File: config.mk
export PLATFORM = sky130hd
export DESIGN_NAME = wb_arbiter
export DESIGN_NICKNAME = d
export VERILOG_FILES = /design/src/rtl/wb_arb_pkg.sv /design/src/rtl/wb_arbiter_fifo.sv /design/src/rtl/wb_arbiter.sv
export SDC_FILE = /design/constraint.sdc
export NUM_CORES = 1
export LEC_CHECK = 0
export CORE_UTILIZATION = 40
export CTS_CLUSTER_SIZE = 30
export DETAILED_ROUTE_END_ITERATION = 8
export SYNTH_ARGS = -nofsm -noshare
export SYNTH_HDL_FRONTEND = slang
export SYNTH_SLANG_ARGS = --single-unit
File: constraint.sdc
create_clock -name clk -period 2 [get_ports clk]
set_input_delay 0.4 -clock clk [delete_from_list [all_inputs] [get_ports clk]]
set_output_delay 0.4 -clock clk [all_outputs]
set_load 0.05 [all_outputs]
File: src/rtl/wb_arb_pkg.sv
// Shared types for the writeback arbiter: handshake state encodings and the
// helper that sizes channel-index fields.
package wb_arb_pkg;

  typedef enum logic {U_IDLE, U_ACK} u_state_t;

  typedef enum logic [1:0] {D_IDLE, D_REQ, D_REL} d_state_t;

  localparam int MIN_IDX_W = 1;

  // A single-channel build still needs a 1-bit index field.
  function automatic int chIdxW(input int n);
    return (n > 1) ? $clog2(n) : MIN_IDX_W;
  endfunction

endpackage

File: src/rtl/wb_arbiter_fifo.sv
// Per-channel synchronous queue: the head is always visible on o_data, and a
// push into a full queue is refused even when a pop happens in the same cycle.
module hs_fifo #(
  parameter int DATA_W = 20,
  parameter int DEPTH  = 2
) (
  input  logic                   clk,
  input  logic                   rst,
  input  logic                   i_push,
  input  logic                   i_pop,
  input  logic [DATA_W-1:0]      i_data,
  output logic [DATA_W-1:0]      o_data,
  output logic                   o_full,
  output logic                   o_empty,
  output logic [$clog2(DEPTH):0] o_count
);

  localparam int PTR_W = $clog2(DEPTH);
  localparam int CNT_W = $clog2(DEPTH) + 1;

  logic [DATA_W-1:0] r_mem [DEPTH];
  logic [PTR_W-1:0]  r_wrPtr;
  logic [PTR_W-1:0]  r_rdPtr;
  logic [CNT_W-1:0]  r_count;
  logic              w_doPush;
  logic              w_doPop;

  assign o_full   = (r_count == CNT_W'(DEPTH));
  assign o_empty  = (r_count == '0);
  assign o_count  = r_count;
  assign o_data   = r_mem[r_rdPtr];
  assign w_doPush = i_push && !o_full;
  assign w_doPop  = i_pop && !o_empty;

  // DEPTH is a power of two, so the pointers wrap by plain overflow.
  always_ff @(posedge clk) begin
    if (rst) begin
      r_wrPtr <= '0;
      r_rdPtr <= '0;
      r_count <= '0;
    end else begin
      if (w_doPush) r_wrPtr <= r_wrPtr + 1'b1;
      if (w_doPop)  r_rdPtr <= r_rdPtr + 1'b1;
      case ({w_doPush, w_doPop})
        2'b10:   r_count <= r_count + 1'b1;
        2'b01:   r_count <= r_count - 1'b1;
        default: r_count <= r_count;
      endcase
    end
  end

  always_ff @(posedge clk) begin
    if (w_doPush) r_mem[r_wrPtr] <= i_data;
  end

endmodule

File: src/rtl/wb_arbiter.sv
// Writeback arbiter: per-channel four-phase producers feed queues that a
// round-robin grant drains into one four-phase register-file write port.
module wb_arbiter import wb_arb_pkg::*; #(
  parameter int NUM_CH     = 2,
  parameter int DATA_W     = 16,
  parameter int ADDR_W     = 4,
  parameter int FIFO_DEPTH = 2,
  parameter int DROP_R0    = 1
) (
  input  logic                       clk,
  input  logic                       rst,
  input  logic [NUM_CH-1:0]          ch_req,
  output logic [NUM_CH-1:0]          ch_ack,
  input  logic [NUM_CH*ADDR_W-1:0]   ch_addr,
  input  logic [NUM_CH*DATA_W-1:0]   ch_data,
  output logic [NUM_CH-1:0]          ch_full,
  output logic                       rf_req,
  input  logic                       rf_ack,
  output logic                       rf_we,
  output logic [ADDR_W-1:0]          rf_addr,
  output logic [DATA_W-1:0]          rf_data,
  output logic [chIdxW(NUM_CH)-1:0]  rf_ch,
  output logic                       proto_err
);

  localparam int CH_W  = chIdxW(NUM_CH);
  localparam int ENT_W = ADDR_W + DATA_W;
  localparam int CNT_W = $clog2(FIFO_DEPTH) + 1;

  u_state_t          r_uState [NUM_CH];
  logic [NUM_CH-1:0] r_ack;
  logic [NUM_CH-1:0] r_reqPrev;
  logic [NUM_CH-1:0] w_uIdle;
  logic [NUM_CH-1:0] w_push;
  logic [NUM_CH-1:0] w_pop;
  logic [NUM_CH-1:0] w_full;
  logic [NUM_CH-1:0] w_empty;
  logic [ENT_W-1:0]  w_head  [NUM_CH];
  logic [CNT_W-1:0]  w_count [NUM_CH];

  d_state_t          r_dState;
  logic [CH_W-1:0]   r_rr;
  logic [CH_W-1:0]   r_grant;
  logic              r_rfReq;
  logic [ADDR_W-1:0] r_rfAddr;
  logic [DATA_W-1:0] r_rfData;
  logic              r_protoErr;

  logic              w_found;
  logic [CH_W-1:0]   w_grantIdx;
  logic [CH_W-1:0]   w_cand;
  logic [ADDR_W-1:0] w_headAddr;
  logic [DATA_W-1:0] w_headData;
  logic              w_dropHead;
  logic              w_ackErr;
  logic              w_reqErr;

  for (genvar g = 0; g < NUM_CH; g++) begin : g_ch
    hs_fifo #(
      .DATA_W (ENT_W),
      .DEPTH  (FIFO_DEPTH)
    ) u_fifo (
      .clk     (clk),
      .rst     (rst),
      .i_push  (w_push[g]),
      .i_pop   (w_pop[g]),
      .i_data  ({ch_addr[g*ADDR_W +: ADDR_W], ch_data[g*DATA_W +: DATA_W]}),
      .o_data  (w_head[g]),
      .o_full  (w_full[g]),
      .o_empty (w_empty[g]),
      .o_count (w_count[g])
    );

    assign w_uIdle[g] = (r_uState[g] == U_IDLE);
    assign w_push[g]  = w_uIdle[g] && ch_req[g] && !w_full[g];
    assign ch_full[g] = (w_count[g] == CNT_W'(FIFO_DEPTH));
  end

  // Upstream: one push per handshake, ack held until the producer releases.
  always_ff @(posedge clk) begin
    if (rst) begin
      for (int i = 0; i < NUM_CH; i++) r_uState[i] <= U_IDLE;
      r_ack     <= '0;
      r_reqPrev <= '0;
    end else begin
      r_reqPrev <= ch_req;
      for (int i = 0; i < NUM_CH; i++) begin
        case (r_uState[i])
          U_IDLE: if (w_push[i]) begin
            r_uState[i] <= U_ACK;
            r_ack[i]    <= 1'b1;
          end
          U_ACK: if (!ch_req[i]) begin
            r_uState[i] <= U_IDLE;
            r_ack[i]    <= 1'b0;
          end
        endcase
      end
    end
  end

  // Round-robin search starts one past the last granted channel.
  always_comb begin
    w_found    = 1'b0;
    w_grantIdx = '0;
    w_cand     = '0;
    for (int k = 1; k <= NUM_CH; k++) begin
      w_cand = CH_W'((int'(r_rr) + k) % NUM_CH);
      if (!w_found && !w_empty[w_cand]) begin
        w_found    = 1'b1;
        w_grantIdx = w_cand;
      end
    end
  end

  assign w_headAddr = w_head[w_grantIdx][ENT_W-1 -: ADDR_W];
  assign w_headData = w_head[w_grantIdx][DATA_W-1:0];
  assign w_dropHead = (DROP_R0 != 0) && (r_dState == D_IDLE) && w_found &&
                      (w_headAddr == '0);

  always_comb begin
    w_pop = '0;
    if (w_dropHead) begin
      w_pop[w_grantIdx] = 1'b1;
    end else if (r_dState == D_REQ && rf_ack) begin
      w_pop[r_grant] = 1'b1;
    end
  end

  assign w_ackErr = (r_dState == D_IDLE) && rf_ack;
  assign w_reqErr = |(r_reqPrev & ~ch_req & w_uIdle & r_ack);

  // Downstream: the queue entry is popped only once the register file acks.
  always_ff @(posedge clk) begin
    if (rst) begin
      r_dState   <= D_IDLE;
      r_rr       <= CH_W'(NUM_CH - 1);
      r_grant    <= '0;
      r_rfReq    <= 1'b0;
      r_rfAddr   <= '0;
      r_rfData   <= '0;
      r_protoErr <= 1'b0;
    end else begin
      if (w_ackErr || w_reqErr) r_protoErr <= 1'b1;
      case (r_dState)
        D_IDLE: if (w_found) begin
          r_rr <= w_grantIdx;
          if (!w_dropHead) begin
            r_grant  <= w_grantIdx;
            r_rfAddr <= w_headAddr;
            r_rfData <= w_headData;
            r_rfReq  <= 1'b1;
            r_dState <= D_REQ;
          end
        end
        D_REQ: if (rf_ack) begin
          r_rfReq  <= 1'b0;
          r_dState <= D_REL;
        end
        D_REL: if (!rf_ack) r_dState <= D_IDLE;
        default: r_dState <= D_IDLE;
      endcase
    end
  end

  assign ch_ack    = r_ack;
  assign rf_req    = r_rfReq;
  assign rf_we     = r_rfReq;
  assign rf_addr   = r_rfAddr;
  assign rf_data   = r_rfData;
  assign rf_ch     = r_grant;
  assign proto_err = r_protoErr;

endmodule
=== After elaboration in Yosys (flattened, before gate mapping) ===
Memories as Yosys holds them, arrays and structs flattened. A register that Yosys moved wholly into a read port is not among the register bits.
Cells that the tools add are included.

* Memories kept: 3
* Logic and storage cells: 163
* Bits in registers: 38
* Output and inout bits: 28
* Input bits: 45
* Memory bits (writable): 82

{| class="wikitable"
|+ Memory list
! memory !! words !! bits a word !! read ports !! clocked after Yosys merged registers in !! write ports !! line !! source
|-
| g_ch[0].u_fifo.r_mem || 2 || 20 || 1 || 1 || 1 || wb_arbiter_fifo.sv:21 || <nowiki>logic [DATA_W-1:0] r_mem [DEPTH];</nowiki>
|-
| g_ch[1].u_fifo.r_mem || 2 || 20 || 1 || 1 || 1 || wb_arbiter_fifo.sv:21 ||
|-
| r_uState || 2 || 1 || 2 || 0 || 2 || wb_arbiter.sv:30 || <nowiki>u_state_t r_uState [NUM_CH];</nowiki>
|}

* Bitwise gates (word level): 12
* Order comparisons: 7
* Add/subtract/negate cells: 10
* Multiplexer cells: 64
* Reduce and logical (&&, ||, !) cells: 35
* Equality and inequality tests: 16

{| class="wikitable"
|+ Operators by type and width
! kind !! number
|-
| 20-bit two-way mux || 3
|-
| 1-bit two-way mux || 47
|-
| 1-bit logical AND || 15
|-
| 2-bit two-way mux || 6
|-
| 2-bit != test (second input constant) || 6
|-
| 2-bit equality test (second input constant) || 5
|-
| 1-bit by 2-bit less-than comparator with 1-bit output (second input constant) || 4
|-
| 2-bit case mux with 2 select lines || 2
|-
| 4-bit AND reduction || 2
|-
| 1-bit adder (second input constant) || 6
|-
| 2-bit bitwise AND || 3
|-
| 2-bit by 1-bit equality test with 1-bit output (second input constant) || 3
|-
| 2-bit zero test || 3
|-
| 1-bit case mux with 2 select lines || 3
|-
| 2-bit case mux with 3 select lines || 1
|-
| 2-bit AND reduction || 3
|-
| 2-bit nonzero test || 3
|-
| 1-bit zero test || 5
|-
| 2-bit by 1-bit adder with 2-bit output (second input constant) || 2
|-
| 4-bit zero test || 1
|-
| 2-bit by 1-bit != test with 1-bit output (second input constant) || 2
|-
| 1-bit bitwise OR || 4
|-
| 2-bit by 1-bit subtractor with 2-bit output (second input constant) || 2
|-
| 1-bit inverter || 3
|-
| 8 further kinds || 10
|}

=== Depth between registers and ports, before layout ===
* Depth in word-level cells: 16
* Mapped depth: 9
* Depth with buffers taken out: 8

=== Cells and area by module ===
A second synthesis with hierarchy kept.

* Cell total of the unflattened synthesis: 340
* Area, all modules: 4838.4 um^2

{| class="wikitable"
|+ Modules (own cells, without submodules)
! module !! sequential area each (um^2) !! area each (um^2) !! cells each !! instances
|-
| hs_fifo || 1301.2 || 1660.3 || 88 || 2
|-
| wb_arbiter || 650.6 || 1517.7 || 164 || 1
|}

=== Least setup slack after synthesis ===
No wires, ideal clock.

* Path kind: register -> register
* From: register g_ch[0].u_fifo.r_count[0]
* To: memory g_ch[0].u_fifo.r_mem[0][0], enable pin
* Setup time: 0.397 ns
* Buffers on the path: 1
* Path slack: -0.069 ns
* Stages on the path, launching flop included: 5
* Arrival: 1.672 ns
* Path through: dfxtp_1 buf_2 nand2b_1 nand3_1 nor2_1

* Longest elaborated chain between the ends: 6

{| class="wikitable"
|+ Ends and longest elaborated chain
! what !! line !! source
|-
| from (decl) || wb_arbiter_fifo.sv:24 || <nowiki>logic [CNT_W-1:0] r_count;</nowiki>
|-
| from (signal assigned) || wb_arbiter_fifo.sv:45 || <nowiki>2'b10: r_count <= r_count + 1'b1;</nowiki>
|-
| from (signal assigned) || wb_arbiter_fifo.sv:46 || <nowiki>2'b01: r_count <= r_count - 1'b1;</nowiki>
|-
| from (signal assigned) || wb_arbiter_fifo.sv:47 || <nowiki>default: r_count <= r_count;</nowiki>
|-
| 2-bit equality test * || wb_arbiter_fifo.sv:28 || <nowiki>assign o_full = (r_count == CNT_W'(DEPTH));</nowiki>
|-
| 1-bit zero test * || wb_arbiter_fifo.sv:32, wb_arbiter.sv:75 ||
|-
| 1-bit logical AND || wb_arbiter.sv:75 || <nowiki>assign w_push[g] = w_uIdle[g] && ch_req[g] && !w_full[g];</nowiki>
|-
| 1-bit logical AND * || wb_arbiter_fifo.sv:32 || <nowiki>assign w_doPush = i_push && !o_full;</nowiki>
|-
| 1-bit two-way mux * || wb_arbiter_fifo.sv:53 || <nowiki>if (w_doPush) r_mem[r_wrPtr] <= i_data;</nowiki>
|-
| 1-bit two-way mux (implied by the code) * || wb_arbiter_fifo.sv:53 ||
|-
| to (decl) || wb_arbiter_fifo.sv:21 ||
|}

Mark *: on every way between the ends. The rest lies on a longest branch, timed or not.

=== Worst setup path after layout ===
* From: register r_rfData[12] (netlist: rf_data[12])
* To: output port rf_data[12]

{| class="wikitable"
|+ RTL lines
! what !! line !! source
|-
| from (decl) || wb_arbiter.sv:46 || <nowiki>logic [DATA_W-1:0] r_rfData;</nowiki>
|-
| from (signal assigned) || wb_arbiter.sv:151 || <nowiki>r_rfData <= w_headData;</nowiki>
|-
| to (decl) || wb_arbiter.sv:21 || <nowiki>output logic [DATA_W-1:0] rf_data,</nowiki>
|}

No word-level cell between the ends.

==> results_dict.tcl <==
set metrics [dict create \
    syn_area_per_cell_um2 13.6 \
    layout.nets 506 \
    cp_slowest_cell "clkdlybuf4s50_1" \
    tightestPinTransition_ns 0.513 \
    crit_chain "clkdlybuf4s50_1" \
    seqPwrFrac_pct 36.1 \
    ys.flop_type "edfxtp_1" \
    drtPass1Iterations 4 \
    cp-start-kind "flip-flop" \
    route.detailed.wl_per_inst_um 16.7 \
    finalWorstSetupSlack_ns 0.0418 \
    nFillCells 1003 \
    r2r-start "g_ch[0].u_fifo.r_mem[1][18]" \
    synth_edf_count 81 \
    clk_pin_slew_worst_paths_ns 0.05 \
    post-cts-setup-buffers 0 \
    fin_util_pct 55.2 \
    final_common_cell "edfxtp_1" \
    path_delay_family "buffers and inverters" \
    crit_buf_inv 1 \
    clockRootBuffer "clkbuf_16" \
    h-tree-depth 4 \
    io_pins 73 \
    ys_ff_latch 122 \
    synthArstFlopShare_pct 0 \
    dp_hpwl_um 7170 \
    die_x_um 113 \
    drt_iter0_drc 108 \
    holdCritPathClass "reg -> reg" \
    holdBufCountCts 0 \
    switching_power_mw 3.03 \
    vias_per_cell 5.14 \
    synth_cells 362 \
    max_freq_ghz 0.511 \
    fin_crit_ns 1.96 \
    finalHoldViolCount 0 \
    cts_buffers 17 \
    fin_area_um2 6630 \
    initial_core_util_pct 41.0 \
    vdd_drop_max_mv 0.892 \
    setup-tns-final_ns 0 \
    clock_skew_ns 0.00670 \
    drv_slew 0 \
    setup_viol 0 \
    synth-seq-area-share_pct 66.0 \
    grt_max_degree 30 \
    switching_share_pct 32.6 \
    grt_pass1_vias 3256 \
    wl_um 10300 \
    rrSetupSlack_ns 0.10 \
    antenna_left 0 \
    die_h_um 113 \
    ys_types 46 \
    critPathMaxFanout 2 \
    rows 40 \
    synthToLayoutAreaGrowth_pct 34.5 \
    grt_pass1_wl_um 16500 \
    vias 3182 \
    drv_cap 0 \
    reg2reg_to "g_ch[0].u_fifo.o_count[1]" \
    p_int_mw 6.27 \
    place_area_um2 6000 \
    crit_path_max_incr_delay_ns 0.81 \
    yosys_warnings 0 \
    io_buffers 72 \
    cts-resized-gates 6 \
    max_slew_margin_pct 65.8 \
    pre_cts_ws_ns -0.279 \
    status "finished, final reports clean" \
    core_area_um2 12000 \
    cp.required_ns 1.60 \
    path_class "reg -> out" \
    min_path_cells 2 \
    reg2reg_depth 8 \
    period_share_pct 97.9 \
    tritoncts "built" \
    n_antenna_cell 0 \
    overflow 0 \
    p_leak_nw 2.60 \
    power.density_nw_per_um2 1400 \
    hold_end "rf_data[7]" \
    min_from "rf_data[7]" \
    arrival_ns 1.56 \
    clock_latency_ns 0.41 \
    rsz0062_at_grt "no" \
    clockBufferDepth 2 \
    pwr-share-comb_pct 30.5 \
    antenna_found_initial 0 \
    layout_common_cells "81 x edfxtp_1, 54 x clkdlybuf4s50_1, 42 x mux2i_1" \
    cp-end-kind "output pin" \
    track_usage_pct 17.5 \
    cts.sinks 122 \
    dieArea_um2 12800 \
    drc_errors 0 \
    syn_nets 409 \
    syn_area_um2 4930 \
    pwr-share-clk_pct 33.4 \
    gp_congestion 0.788 \
    drive_gt1_share_pct 18.9 \
]
sequential cells by signal (all words and copies together) (netlist names), named ones only:
| name | flops |
|---|---|
| ch_ack | 2 |
| g_ch.u_fifo.o_count | 4 |
| g_ch.u_fifo.r_mem | 80 |
| g_ch.u_fifo.r_rdPtr | 2 |
| g_ch.u_fifo.r_wrPtr | 2 |
| proto_err | 1 |
| r_dState | 2 |
| r_reqPrev | 2 |
| r_rr | 1 |
| r_uState | 2 |
| rf_addr | 4 |
| rf_ch | 1 |
| rf_data | 16 |
| rf_req | 1 |
power by group through the flow:
| stage | registers (mW) | logic (mW) | clock network [mW] |
|---|---|---|---|
| global placement | 3.39 | 2.85 | 0 |
| detailed placement | 3.40 | 2.89 | 0 |
| global route | 3.41 | 3.02 | 3.27 |
| CTS | 3.36 | 2.87 | 3.16 |
| finish | 3.35 | 2.83 | 3.11 |
| floorplan | 4.03 | 1.27 | 0 |
per-stage QoR:
stage | total power [mW] | hold WS [ns] | std cells
after floorplan | 5.30 | 0.476 | 362
after global placement | 6.24 | 0.447 | 587
after detailed placement | 6.29 | 0.452 | 587
after CTS | 9.39 | 0.464 | 619
after global routing | 9.70 | 0.476 | 619
final | 9.30 | 0.464 | 619
tightest hold or removal path, cell delays in order, from the launching register on:
cell	delay, ns
dfxtp_1	0.30
nand2_1	0.05
mux2i_1	0.06
final cells by class:
cell class	instances	area [µm²]	share of cell area (%)
Sequential cell	122	3250	49.1
Multi-Input combinational cell	208	1520	23.0
Timing Repair Buffer	101	1020	15.4
Clock buffer	19	464	7.01
Tap cell	147	184	2.78
Clock inverter	13	146	2.21
Inverter	9	33.8	0.510
kinds of logic (layout without fill, tap and decap cells):
group / count (synthesis) / count (layout) / synth area share [%]
flops: 122 / 122 / 66.0
xor+xnor: 7 / 7 / 1.24
mux: 62 / 62 / 13.1
simple gates: 67 / 67 / 6.38
fa+ha+maj: 2 / 2 / 0.508
compound gates: 70 / 70 / 9.60
buf+inv: 32 / 142 / 3.12
worst max-delay path by stage:
stage,start,to,slack [ns],cells past startpoint
CTS,rf_data[9],rf_data[9],0.001,1
global route,ch_ack[0],ch_ack[0],0.002,1
finish,rf_data[12],rf_data[12],0.04,1
detailed placement,rf_ack,g_ch[1].u_fifo.o_count[1],-0.28,7
floorplan,g_ch[0].u_fifo.o_count[0],g_ch[0].u_fifo.r_mem[0][0],-0.07,4
global placement,rf_ack,g_ch[1].u_fifo.o_count[1],-0.25,7
layer usage:
| metal | global-route usage (%) | up-vias | part of all wire (%) |
|---|---|---|---|
| met4 | 7.63 | 0 | 1.5 |
| met3 | 5.41 | 12 | 5.6 |
| met5 | 0 | - | 0 |
| met2 | 29.9 | 90 | 50 |
| met1 | 20.3 | 1532 | 43 |
| li1 | - | 1548 | - |
Yosys cell counts (2+ instances only):
cell / n / share of area (%)
a22o_1: 2 / 0.36
nand2b_1: 2 / 0.25
inv_2: 2 / 0.15
xnor2_1: 4 / 0.71
o21a_1: 3 / 0.46
nor2_1: 18 / 1.4
o21ai_0: 23 / 2.3
xor2_1: 3 / 0.53
ha_1: 2 / 0.51
mux2_1: 2 / 0.46
a2111oi_0: 2 / 0.36
nand3_1: 5 / 0.51
mux2i_1: 42 / 8.5
clkbuf_1: 9 / 0.69
buf_4: 3 / 0.46
buf_6: 2 / 0.46
a2bb2oi_1: 2 / 0.36
nor3_1: 5 / 0.51
buf_2: 6 / 0.61
or3_1: 2 / 0.25
edfxtp_1: 81 / 49
nand2_1: 23 / 1.8
o211ai_1: 20 / 3.0
inv_1: 7 / 0.53
mux2_2: 18 / 4.1
dfxtp_1: 41 / 17
a32o_1: 2 / 0.41
or2_1: 2 / 0.25
nor2b_1: 2 / 0.25
nor4_1: 2 / 0.25
buf_1: 3 / 0.23
a21oi_1: 8 / 0.81
(Power assumes the default switching activity.)
